==> src/rtl/fetch_unit.sv <==
// -----------------------------------------------------------------------------
// fetch_unit
// Instruction fetch stage. Owns the program counter, reads the opcode word over
// a req/ack memory handshake and, for jump opcodes (bits [15:8] in 0x14..0x24),
// also reads the following target word. The instruction is then held until the
// execute stage retires it, when the PC is loaded from the decision unit.
//
// Optional feature macro: FETCH_ALIGN_FAULT_EN
//   defined   : odd new_address on retire parks the unit in FAULT and raises
//               align_fault until rst.
//   undefined : bit 0 of new_address is silently cleared.
//
// Ports
//   clk                      in   system clock, rising edge
//   rst                      in   asynchronous active-high reset
//   mem_req                  out  memory read request (registered)
//   mem_addr                 out  memory read byte address (registered)
//   mem_ack                  in   read data valid, completes the request
//   mem_rdata                in   read data, sampled when mem_ack=1
//   instr_valid              out  instruction outputs valid and stable
//   instruction              out  current opcode word
//   peek_jump_address        out  jump target word, 0 for non-jumps
//   program_counter_address  out  byte address of last word of instruction
//   advance                  in   execute stage retires the instruction
//   new_address              in   next PC from the decision unit
//   align_fault              out  (FETCH_ALIGN_FAULT_EN only) misaligned PC
// -----------------------------------------------------------------------------
module fetch_unit #(
    parameter int                   WORD_SIZE    = 16,
    parameter logic [WORD_SIZE-1:0] RESET_VECTOR = {WORD_SIZE{1'b0}}
) (
    input  logic                 clk,
    input  logic                 rst,
    output logic                 mem_req,
    output logic [WORD_SIZE-1:0] mem_addr,
    input  logic                 mem_ack,
    input  logic [WORD_SIZE-1:0] mem_rdata,
    output logic                 instr_valid,
    output logic [WORD_SIZE-1:0] instruction,
    output logic [WORD_SIZE-1:0] peek_jump_address,
    output logic [WORD_SIZE-1:0] program_counter_address,
    input  logic                 advance,
    input  logic [WORD_SIZE-1:0] new_address
`ifdef FETCH_ALIGN_FAULT_EN
    ,
    output logic                 align_fault
`endif
);

`ifdef FETCH_ALIGN_FAULT_EN
    typedef enum logic [1:0] {
        FETCH_OP  = 2'd0,
        FETCH_TGT = 2'd1,
        READY     = 2'd2,
        FAULT     = 2'd3
    } state_t;
`else
    typedef enum logic [1:0] {
        FETCH_OP  = 2'd0,
        FETCH_TGT = 2'd1,
        READY     = 2'd2
    } state_t;
`endif

    // Jump opcodes carry a second word holding the target address.
    function automatic logic is_jump(input logic [7:0] opcode);
        return (opcode >= 8'h14) && (opcode <= 8'h24);
    endfunction

    state_t                 state_r;
    state_t                 state_nxt_s;
    logic [WORD_SIZE-1:0]   pc_r;
    logic [WORD_SIZE-1:0]   pc_nxt_s;
    logic [WORD_SIZE-1:0]   pc_plus2_s;
    logic [WORD_SIZE-1:0]   new_pc_s;
    logic                   mem_req_nxt_s;
    logic [WORD_SIZE-1:0]   mem_addr_nxt_s;
    logic                   valid_nxt_s;
    logic [WORD_SIZE-1:0]   instruction_nxt_s;
    logic [WORD_SIZE-1:0]   peek_nxt_s;
    logic [WORD_SIZE-1:0]   pca_nxt_s;
`ifdef FETCH_ALIGN_FAULT_EN
    logic                   fault_nxt_s;
`endif

    // Target word address; wraps modulo 2^WORD_SIZE.
    assign pc_plus2_s = pc_r + WORD_SIZE'(2);
    // Byte addresses of words are always even.
    assign new_pc_s   = new_address & ~WORD_SIZE'(1);

    // Next-state and next-output logic for the fetch sequencer.
    always_comb begin
        state_nxt_s       = state_r;
        pc_nxt_s          = pc_r;
        mem_req_nxt_s     = mem_req;
        mem_addr_nxt_s    = mem_addr;
        valid_nxt_s       = instr_valid;
        instruction_nxt_s = instruction;
        peek_nxt_s        = peek_jump_address;
        pca_nxt_s         = program_counter_address;
`ifdef FETCH_ALIGN_FAULT_EN
        fault_nxt_s       = align_fault;
`endif
        case (state_r)
            FETCH_OP: begin
                if (!mem_req) begin
                    // First cycle after reset: issue the opcode request.
                    mem_req_nxt_s  = 1'b1;
                    mem_addr_nxt_s = pc_r;
                end else if (mem_ack) begin
                    instruction_nxt_s = mem_rdata;
                    if (is_jump(mem_rdata[15:8])) begin
                        // Back-to-back request for the target word.
                        state_nxt_s    = FETCH_TGT;
                        mem_req_nxt_s  = 1'b1;
                        mem_addr_nxt_s = pc_plus2_s;
                    end else begin
                        state_nxt_s   = READY;
                        mem_req_nxt_s = 1'b0;
                        peek_nxt_s    = {WORD_SIZE{1'b0}};
                        pca_nxt_s     = pc_r;
                        valid_nxt_s   = 1'b1;
                    end
                end else begin
                    state_nxt_s = FETCH_OP;
                end
            end
            FETCH_TGT: begin
                if (mem_ack) begin
                    state_nxt_s   = READY;
                    mem_req_nxt_s = 1'b0;
                    peek_nxt_s    = mem_rdata;
                    pca_nxt_s     = pc_plus2_s;
                    valid_nxt_s   = 1'b1;
                end else begin
                    state_nxt_s = FETCH_TGT;
                end
            end
            READY: begin
                if (advance) begin
`ifdef FETCH_ALIGN_FAULT_EN
                    if (new_address[0]) begin
                        state_nxt_s   = FAULT;
                        fault_nxt_s   = 1'b1;
                        valid_nxt_s   = 1'b0;
                        mem_req_nxt_s = 1'b0;
                    end else begin
                        state_nxt_s    = FETCH_OP;
                        pc_nxt_s       = new_pc_s;
                        valid_nxt_s    = 1'b0;
                        mem_req_nxt_s  = 1'b1;
                        mem_addr_nxt_s = new_pc_s;
                    end
`else
                    state_nxt_s    = FETCH_OP;
                    pc_nxt_s       = new_pc_s;
                    valid_nxt_s    = 1'b0;
                    mem_req_nxt_s  = 1'b1;
                    mem_addr_nxt_s = new_pc_s;
`endif
                end else begin
                    state_nxt_s = READY;
                end
            end
`ifdef FETCH_ALIGN_FAULT_EN
            FAULT: begin
                // Sticky until rst.
                state_nxt_s   = FAULT;
                mem_req_nxt_s = 1'b0;
                valid_nxt_s   = 1'b0;
            end
`endif
            default: begin
                state_nxt_s   = FETCH_OP;
                mem_req_nxt_s = 1'b0;
                valid_nxt_s   = 1'b0;
            end
        endcase
    end

    // State, PC and registered output flops.
    always_ff @(posedge clk or posedge rst) begin
        if (rst) begin
            state_r                 <= FETCH_OP;
            pc_r                    <= RESET_VECTOR;
            mem_req                 <= 1'b0;
            mem_addr                <= {WORD_SIZE{1'b0}};
            instr_valid             <= 1'b0;
            instruction             <= {WORD_SIZE{1'b0}};
            peek_jump_address       <= {WORD_SIZE{1'b0}};
            program_counter_address <= {WORD_SIZE{1'b0}};
`ifdef FETCH_ALIGN_FAULT_EN
            align_fault             <= 1'b0;
`endif
        end else begin
            state_r                 <= state_nxt_s;
            pc_r                    <= pc_nxt_s;
            mem_req                 <= mem_req_nxt_s;
            mem_addr                <= mem_addr_nxt_s;
            instr_valid             <= valid_nxt_s;
            instruction             <= instruction_nxt_s;
            peek_jump_address       <= peek_nxt_s;
            program_counter_address <= pca_nxt_s;
`ifdef FETCH_ALIGN_FAULT_EN
            align_fault             <= fault_nxt_s;
`endif
        end
    end

endmodule

==> config.mk <==
export PLATFORM = sky130hd
export DESIGN_NAME = fetch_unit
export DESIGN_NICKNAME = d
export VERILOG_FILES = /design/src/rtl/fetch_unit.sv
export SDC_FILE = /design/constraint.sdc
export NUM_CORES = 1
export LEC_CHECK = 0
export ABC_CLOCK_PERIOD_IN_PS = 6200
export BUFFER_PORTS_ARGS = -buffer_cell sky130_fd_sc_hd__buf_2
export CORE_MARGIN = 1.5
export CORE_UTILIZATION = 33
export CTS_CLUSTER_DIAMETER = 120
export DETAILED_ROUTE_END_ITERATION = 10
export GPL_ROUTABILITY_DRIVEN = 0
export PLACE_DENSITY_LB_ADDON = 0.25
export SLEW_MARGIN = 15
export SYNTH_ARGS = -nofsm -noshare
export SYNTH_HDL_FRONTEND = slang
export SYNTH_SLANG_ARGS = --single-unit
==> constraint.sdc <==
create_clock -name clk -period 6.2 [get_ports clk]
set_input_delay 0.31 -clock clk [delete_from_list [all_inputs] [get_ports clk]]
set_output_delay 0.31 -clock clk [all_outputs]
set_load 0.01 [all_outputs]
Word level (Yosys, flattened, before mapping):

Cells that the tools add are included.

* $add $sub $neg: 1
* multipliers: 0
* div/mod/pow operators: 0
* $lt $le $gt $ge: 2
* eq/ne operators: 9
* shift operators: 0
* mux-type cells: 33
* bitwise logic cells: 0
* reduce and logical (&&, ||, !) cells: 10

Operator list (number)
* $mux W16: 12
* $pmux W16 S2: 3
* $add A16 B2 Y16 const B: 1
* $mux W1: 10
* $mux W2: 5
* $ne A2 B2 Y1 const B: 5
* $reduce_and A5 Y1: 2
* $ge A8 B5 Y1 const B: 1
* $le A8 B6 Y1 const B: 1
* $ne A3 B3 Y1 const B: 2
* $pmux W1 S3: 2
* $pmux W2 S3: 1
* $reduce_and A2 Y1: 2
* $reduce_and A4 Y1: 1
* $reduce_bool A2 Y1: 2
* $reduce_and A3 Y1: 1
* $eq A2 B1 Y1 const B: 1
* $eq A2 B2 Y1 const B: 1
* $logic_not A2 Y1: 1
* $logic_and A1 B1 Y1: 1

* register bits after elaboration: 83
* latch bits: 0
* bits in writable memories: 0
* memory bits (read-only): 0
* output and inout bits: 66
* word-level logic and storage cells: 63
* memories: 0

Longest topological paths before layout:

Gate-level depths: netlist (run 1).

* word-level depth: 6
* mapped depth: 7
* mapped depth without buffers: 5

Worst setup path before layout (run 1):

Ideal clock, no wire load.

* path type: register -> register
* start: reg mem_req
* end: reg instruction[10]
* setup time: 125 ps
* arrival: 1844 ps
* setup slack: 4231 ps
* stages on the path, launching flop included: 6
* path buffers: 2
* cell sequence: dfrtp_1 -> clkbuf_1 -> nand3b_1 -> nor2_1 -> buf_2 -> mux2_2

* longest elaborated chain between the ends: 1

RTL lines
* start, declared: line 34 `output logic mem_req,`
* start signal, assigned: line 198 `mem_req <= mem_req_nxt_s;`
* $reduce_and A3 Y1 (no source line)
* end signal, assigned: line 189 `instruction <= {WORD_SIZE{1'b0}};`
* end signal, assigned: line 201 `instruction <= instruction_nxt_s;`
* end, declared: line 39 `output logic [WORD_SIZE-1:0] instruction,`

Every way passes these cells.
A chain may end at the register's enable or synchronous reset.

Worst setup path in the final report (run 1):

* start: reg mem_req
* end: reg program_counter_address[6]

* longest elaborated chain between the ends: 2

RTL lines
* $ne A2 B2 Y1 (no source line)
* $reduce_and A5 Y1 (no source line)
* end signal, assigned: line 191 `program_counter_address <= {WORD_SIZE{1'b0}};`
* end signal, assigned: line 203 `program_counter_address <= pca_nxt_s;`
* end, declared: line 41 `output logic [WORD_SIZE-1:0] program_counter_address,`

Every way passes these cells.

==> results of run 1 <==
## flip-flops by register name (all words and copies together), names as in the netlist
| register | count |
|---|---|
| instruction | 16 |
| mem_addr | 15 |
| pc_r | 15 |
| state_r | 2 |
| program_counter_address | 15 |
| instr_valid | 1 |
| peek_jump_address | 16 |
| mem_req | 1 |
## power by group
part / switching [mW] / total (mW) / internal (mW)
Sequential: 0.208 / 0.952 / 0.744
Clock: 0.211 / 0.542 / 0.331
Combinational: 0.482 / 0.945 / 0.463
Total: 0.901 / 2.44 / 1.54
## synthesized netlist by cell type, drive strengths merged
cell	number	area [um^2]
a2111o	1	11.3
a211oi	1	7.51
a21o	1	7.51
a21oi	6	30.0
a221o	1	10.0
a31oi	6	37.5
buf	5	36.3
clkbuf	24	90.1
conb	1	3.75
dfrtp	81	2030
ha	1	12.5
inv	22	82.6
mux2	38	462
mux2i	2	20.0
nand2	57	214
nand2b	2	12.5
nand3	21	105
nand3b	2	15.0
nand4	6	37.5
nand4b	3	26.3
nor2	15	56.3
nor2b	3	18.8
nor3	3	15.0
nor4	11	68.8
o211ai	5	37.5
o21a	1	7.51
o21ai	37	185
o221a	2	22.5
o311a	1	10.0
o31ai	3	22.5
or2	1	6.26
or3	3	18.8
or3b	2	17.5
or4	3	22.5
xnor2	11	96.3
xor2	12	105
## worst min-delay path by stage
stage	end	slack, ps	cells past startpoint
6_report	peek_jump_address[13]$_DFFE_PP0P_	-3	3
5_1_grt	peek_jump_address[13]$_DFFE_PP0P_	20	3
4_1_cts	pc_r[3]$_DFFE_PP0P_	170	3
3_5_place_dp	program_counter_address[1]$_DFFE_PP0P_	490	1
3_3_place_gp	program_counter_address[1]$_DFFE_PP0P_	470	1
2_1_floorplan	pc_r[1]$_DFFE_PP0P_	420	2
## kinds of logic (layout without fill, tap and decap cells)
group / after synthesis / count (layout) / synth area share [%]
simple gates: 132 / 132 / 16.0
flops: 81 / 81 / 51.2
compound gates: 65 / 65 / 9.83
buf+inv: 51 / 141 / 5.28
mux: 40 / 40 / 12.2
xor+xnor: 23 / 23 / 5.09
fa+ha+maj: 1 / 1 / 0.316
other cells: 1 / 2 / 0.0947
## stage by stage
| step | util (%) | total power [mW] | std cells |
|---|---|---|---|
| after floorplan | - | 1.58 | 395 |
| after global placement | 39.3 | 1.89 | 612 |
| after detailed placement | 39.3 | 1.91 | 612 |
| after CTS | 41.9 | 2.47 | 627 |
| after global routing | 42.2 | 2.61 | 628 |
| final | 42.2 | 2.44 | 628 |
## layer usage
metal	track usage (%)	up-vias	part of all wire, %
li1	-	1530	-
met1	22.1	1536	45
met2	26.8	115	46
met3	5.24	12	7.1
met4	5.06	0	1.3
met5	0	-	0
## placed cells by master, fill, tap and decap left out, drive strengths merged
| master | n |
|---|---|
| a221o | 1 |
| buf | 104 |
| nand4 | 6 |
| or3b | 2 |
| o221a | 2 |
| nand3 | 21 |
| mux2i | 2 |
| a21o | 1 |
| ha | 1 |
| clkbuf | 12 |
| nor3 | 3 |
| a211oi | 1 |
| a31oi | 6 |
| xnor2 | 11 |
| xor2 | 12 |
| nand2b | 2 |
| nor4 | 11 |
| bufinv | 1 |
| nand2 | 57 |
| mux2 | 38 |
| nand3b | 2 |
| inv | 21 |
| a21oi | 6 |
| nor2b | 3 |
| or3 | 3 |
| clkinv | 3 |
| nand4b | 3 |
| nor2 | 15 |
| dfrtp | 81 |
| conb | 2 |
| o31ai | 3 |
| or4 | 3 |
| o211ai | 5 |
| or2 | 1 |
| o21ai | 37 |
| o311a | 1 |
| a2111o | 1 |
| o21a | 1 |
## worst max-delay path: stages (launching register included)
cell and delay [ps]:
dfrtp_1 620, nor2b_1 310, o21ai_0 150, a31oi_2 600, buf_4 390, mux2_2 370
## cell type report
type	count	area [um^2]	share of cell area, %
Inverter	22	83.8	1.72
Clock inverter	3	40.0	0.821
Sequential cell	81	2030	41.6
Clock buffer	12	256	5.26
Tap cell	143	179	3.67
Timing Repair Buffer	104	556	11.4
Multi-Input combinational cell	263	1730	35.5
==> flow_summary_export.csv, run 1 <==
group,metric,value,unit
sta,fmax,0.390,GHz
cts,root_buffer,"clkbuf_16",
cts,post_cts_resized,0,
finish,fill_cells,1174,
pwr,ir_drop,0.247,mV
sta,worst_pin_slew,696,ps
routing,vias,3193,
cts,post_cts_buffers,0,
sta,final_hold_viol_count,4,
routing,ant_nets,0,
routing,drc,8,
sta,fin_ws,3640,ps
sta,fin_crit,2560,ps
routing,routed_wl,10.2,mm
sta,fin_tns_setup,0,ps
floorplan,die_h,113,um
cts,numCtsBuffers,9,
setup_path,cp_data_required_time,6420,ps
cts,tritoncts,"built",
finish,nets,518,
setup_path,worstSetupStartpointType,"flip-flop",
grt,grt-ovfl-total,0,
grt,grt_first_pass_wirelength,16.6,mm
synthesis,ys_seq_area_share,51.2,%
sta,fin_skew,7.13,ps
setup_path,critical_path_class,"flip-flop to flip-flop",
setup_path,path_max_fanout,20,
sta,grt_setup_unrepaired,"no",
finish,areaGrowthSynthToFinish,23.1,%
finish,antenna_cells,0,
placement,postPlaceCellArea,0.00455,mm^2
cts,postCtsHoldBufs,0,
finish,drive_above_1_share,32.8,%
grt,grt_pass1_vias,3202,
synthesis,avgSynthCellArea,10.0,um^2
synthesis,syn_inst,394,
synthesis,yosysWarnings,0,
setup_path,r2r-start,"mem_req$_DFFE_PP0P_",
setup_path,worstPathArrival,2790,ps
flow_run,timing.max_cap.violations,0,
routing,detail_route.wl_per_cell,16.3,um
floorplan,io_pins,102,
synthesis,syn-cell-area,0.00396,mm^2
setup_path,r2r_setup_slack,3640,ps
sta,slew_viol_final,0,
synthesis,ys_ff_latch,81,
placement,dpl.hpwl,7.02,mm
sta,setup_violations,0,
grt,track_usage,16.8,%
setup_path,end_kind,"flip-flop",
setup_path,rr_worst_depth,5,
floorplan,num_rows,39,
outcome,violations,"design-rule violations, negative hold slack",
placement,place_ws,3630,ps
cts,clock_path_buffers,2,
grt,grt_antenna_before_repair,0,
sta,min_period_over_period,41.4,%
cts,clk_latency,340,ps
outcome,status,"complete, but fails checks",
floorplan,start_util,34.2,%
finish,final_area,0.00487,mm^2
grt,grt_max_degree,82,
setup_path,startpoint,"mem_req$_DFFE_PP0P_",
cts,cts.sinks,81,
cts,clk_pin_slew,60,ps
floorplan,dieWidth,113,um
routing,drt_iter0_markers,188,
routing,dr.pass1.iters,8,
cts,htreeDepth,3,
routing,via_per_inst,5.08,
setup_path,rr_endpoint,"program_counter_address[6]$_DFFE_PP0P_",
sta,holdWs,-2.79,ps
pwr,power.density,500,mW/mm^2
setup_path,crit_end,"program_counter_address[6]$_DFFE_PP0P_",
worst_hold_path,hp-class,"primary input to asynchronous set/reset pin",
floorplan,core_area,0.0116,mm^2
sta,slew_headroom,53.4,%
floorplan,dieArea,0.0127,mm^2
pwr,power.leakage,2.28,nW
synthesis,synth_cell_type_count,41,
placement,io_buffers,98,
Power figures use the tool's default switching activity.
==> run 2: changes to the inputs <==
--- a/config.mk
+++ b/config.mk
@@ -5,7 +5,8 @@
 export SDC_FILE = /design/constraint.sdc
 export NUM_CORES = 1
 export LEC_CHECK = 0
-export ABC_CLOCK_PERIOD_IN_PS = 6200
+export ABC_AREA = 1
+export ABC_CLOCK_PERIOD_IN_PS = 2300
 export BUFFER_PORTS_ARGS = -buffer_cell sky130_fd_sc_hd__buf_2
 export CORE_MARGIN = 1.5
 export CORE_UTILIZATION = 33
==> constraint.sdc (replaced) <==
create_clock -name clk -period 2.3 [get_ports clk]
set_input_delay 0.115 -clock clk [delete_from_list [all_inputs] [get_ports clk]]
set_output_delay 0.115 -clock clk [all_outputs]
set_load 0.01 [all_outputs]
==> run 2 against run 1 <==
Final area rose by 7.2%. Highest routed layer unchanged. Synthesized cell count rose by 34%. Combinational power rose to 3.3 times the previous value. Critical path depth rose by 2. The run now ends clean. Global-route usage rose by 0.53 points. Critical path type unchanged. Synthesized area rose by 3.4%. Register-to-register slack got worse by 3100 ps. Total power rose to 2.8 times the previous value. Non-clock buffer count rose by 19. Critical endpoint is now program_counter_address[7]$_DFFE_PP0P_.
==> flow_summary_export.csv, run 2 <==
group,metric,value,unit
outcome,status,"finished, final reports clean",
finish,antenna_cells,0,
setup_path,r2r-start,"pc_r[1]$_DFFE_PP0P_",
grt,grt_pass1_vias,3620,
setup_path,slowest_delay,420,ps
synthesis,synth-edff-count,0,
synthesis,syn-cell-area,0.00409,mm^2
routing,drc,0,
floorplan,dieWidth,114,um
finish,final_area,0.00522,mm^2
synthesis,ys_top_cells_by_area,"dfrtp_1 (50%), nand2_1 (22%), o21ai_0 (4.5%), nand3_1 (4.4%), mux2_2 (3.6%)",
cts,cts.sinks,81,
sta,setup_violations,0,
setup_path,path_max_fanout,6,
synthesis,synth_cell_type_count,31,
finish,fill_cells,1233,
synthesis,synth_ff_type,"dfrtp_1",
synthesis,yosys.area.top_type,"dfrtp_1",
cts,clk_pin_slew,60,ps
finish,drive_above_1_share,23.7,%
finish,nets,675,
routing,dr.pass1.iters,4,
grt,grt-ovfl-total,0,
placement,postPlaceCellArea,0.00478,mm^2
synthesis,synth_top_area_share,49.5,%
finish,final_common_cell,"nand2_1",
routing,ant_nets,0,
setup_path,cp_data_required_time,2530,ps
floorplan,num_rows,40,
sta,slew_viol_final,0,
floorplan,core_area,0.0121,mm^2
routing,via_per_inst,4.55,
synthesis,syn_inst,526,
sta,slew_headroom,46.5,%
sta,fmax,0.555,GHz
grt,track_usage,17.4,%
synthesis,synth.most_common_cell,"nand2_1",
pwr,power.leakage,2.82,nW
placement,io_buffers,98,
routing,routed_wl,10.7,mm
cts,post_cts_resized,0,
setup_path,startpoint,"pc_r[1]$_DFFE_PP0P_",
cts,clock_path_buffers,2,
setup_path,crit_chain,"ha_1 > nand3_1 > nor2_1 > xor2_1 > o21ai_0 > nand3_1 > nand2_1",
setup_path,critical_path_class,"flip-flop to flip-flop",
sta,min_period_over_period,78.4,%
synthesis,yosysWarnings,0,
cts,postCtsHoldBufs,15,
setup_path,crit_top_cell,"nand3_1",
grt,grt_max_degree,47,
floorplan,start_util,33.9,%
worst_hold_path,min_from,"new_address[7]",
cts,numCtsBuffers,9,
pwr,power.density,1330,mW/mm^2
synthesis,synth_common_cells,"nand2_1 (240), dfrtp_1 (81), o21ai_0 (37)",
cts,root_buffer,"clkbuf_16",
routing,detail_route.wl_per_cell,13.2,um
setup_path,worstPathArrival,2030,ps
cts,clk_latency,340,ps
routing,drt_iter0_markers,198,
setup_path,cp_slowest_cell,"dfrtp_1",
finish,top_regs,"instruction: 16 flops, peek_jump_address: 16 flops",
finish,areaGrowthSynthToFinish,27.7,%
flow_run,timing.max_cap.violations,0,
sta,fin_tns_setup,0,ps
setup_path,worstSetupStartpointType,"flip-flop",
cts,htreeDepth,3,
grt,grt_antenna_before_repair,0,
setup_path,end_kind,"flip-flop",
grt,grt_first_pass_wirelength,17.6,mm
worst_hold_path,hp-class,"primary input to flip-flop",
cts,post_cts_buffers,0,
finish,final_cell_mix,"nand2_1 (240), buf_2 (98), dfrtp_1 (81), o21ai_0 (37), nand3_1 (36)",
setup_path,crit_buf_inv,0,
synthesis,async_flop_share,100,%
setup_path,path_delay_family,"simple AND/OR/NAND/NOR gates",
sta,grt_setup_unrepaired,"no",
placement,dpl.hpwl,7.82,mm
floorplan,dieArea,0.0131,mm^2
floorplan,io_pins,102,
routing,vias,3687,
synthesis,ys_ff_latch,81,
sta,fin_skew,6.14,ps
pwr,ir_drop,0.471,mV
sta,worst_pin_slew,803,ps
cts,tritoncts,"built",
synthesis,ys_seq_area_share,49.5,%
sta,fin_crit,1800,ps
floorplan,die_h,114,um
synthesis,avgSynthCellArea,7.78,um^2
sta,final_hold_viol_count,0,
-- run 2: power breakdown --
group / switching (mW) / internal, mW / leakage (nW) / total (mW)
clock: 0.585 / 0.838 / 0.138 / 1.42
sequential: 0.401 / 2.00 / 1.02 / 2.40
combinational: 1.93 / 1.19 / 1.66 / 3.12
total: 2.91 / 4.03 / 2.82 / 6.95
-- run 2: cells by family (layout without fill, tap and decap cells) --
kind of cell / after synthesis / in the layout / synth area share, %
compound gates: 59 / 59 / 7.55
xor+xnor: 6 / 6 / 1.28
fa+ha+maj: 1 / 1 / 0.306
buf+inv: 56 / 171 / 6.18
flops: 81 / 81 / 49.5
mux: 13 / 13 / 3.58
other cells: 1 / 2 / 0.0917
simple gates: 309 / 309 / 31.5
-- run 2: final timing paths --
check	depth (start not counted)	slack [ps]	end
setup / recovery	7	500	program_counter_address[7]$_DFFE_PP0P_
hold / removal	3	6	pc_r[7]$_DFFE_PP0P_
setup reg to reg	7	500	program_counter_address[7]$_DFFE_PP0P_
hold reg to reg	2	470	peek_jump_address[8]$_DFFE_PP0P_
max in group asynchronous	4	1150	program_counter_address[13]$_DFFE_PP0P_
min in group asynchronous	3	460	program_counter_address[5]$_DFFE_PP0P_
-- run 2: worst reg2reg max path, delay by kind of cell (launching register included) --
| kind | cells | cell delay [ps] |
|---|---|---|
| xor gates and xnor gates | 1 | 220 |
| DFF | 1 | 420 |
| AOI/OAI and AO/OA | 1 | 130 |
| and+or+nand+nor | 4 | 670 |
| adders and majority gates | 1 | 250 |
-- run 2: cell type report --
| class | count | area, um^2 | area share [%] |
|---|---|---|---|
| clock buffer | 9 | 225 | 4.31 |
| clock inverter | 6 | 67.6 | 1.29 |
| inverter | 33 | 125 | 2.40 |
| multi-input combinational | 390 | 1820 | 34.8 |
| sequential | 81 | 2030 | 38.8 |
| tap | 168 | 210 | 4.02 |
| timing repair buffer | 123 | 753 | 14.4 |
-- run 2: layer usage --
metal	vias to the layer above	track usage, %	routed length, um
met5	-	0	0
met4	0	7.33	180
met3	13	4.24	478
met2	79	27.8	5030
met1	1705	22.5	4970
li1	1890	-	-
-- run 2: through the flow --
stage,cells,util [%],hold WS (ps),setup WS (ps),power (mW)
floorplan,527,-,232,105,4.50
global placement,780,39.6,305,534,5.49
detailed placement,780,39.6,311,485,5.55
CTS,810,43.3,1.51,473,7.04
global route,810,43.3,13.9,287,7.57
finish,810,43.3,6.22,497,6.95
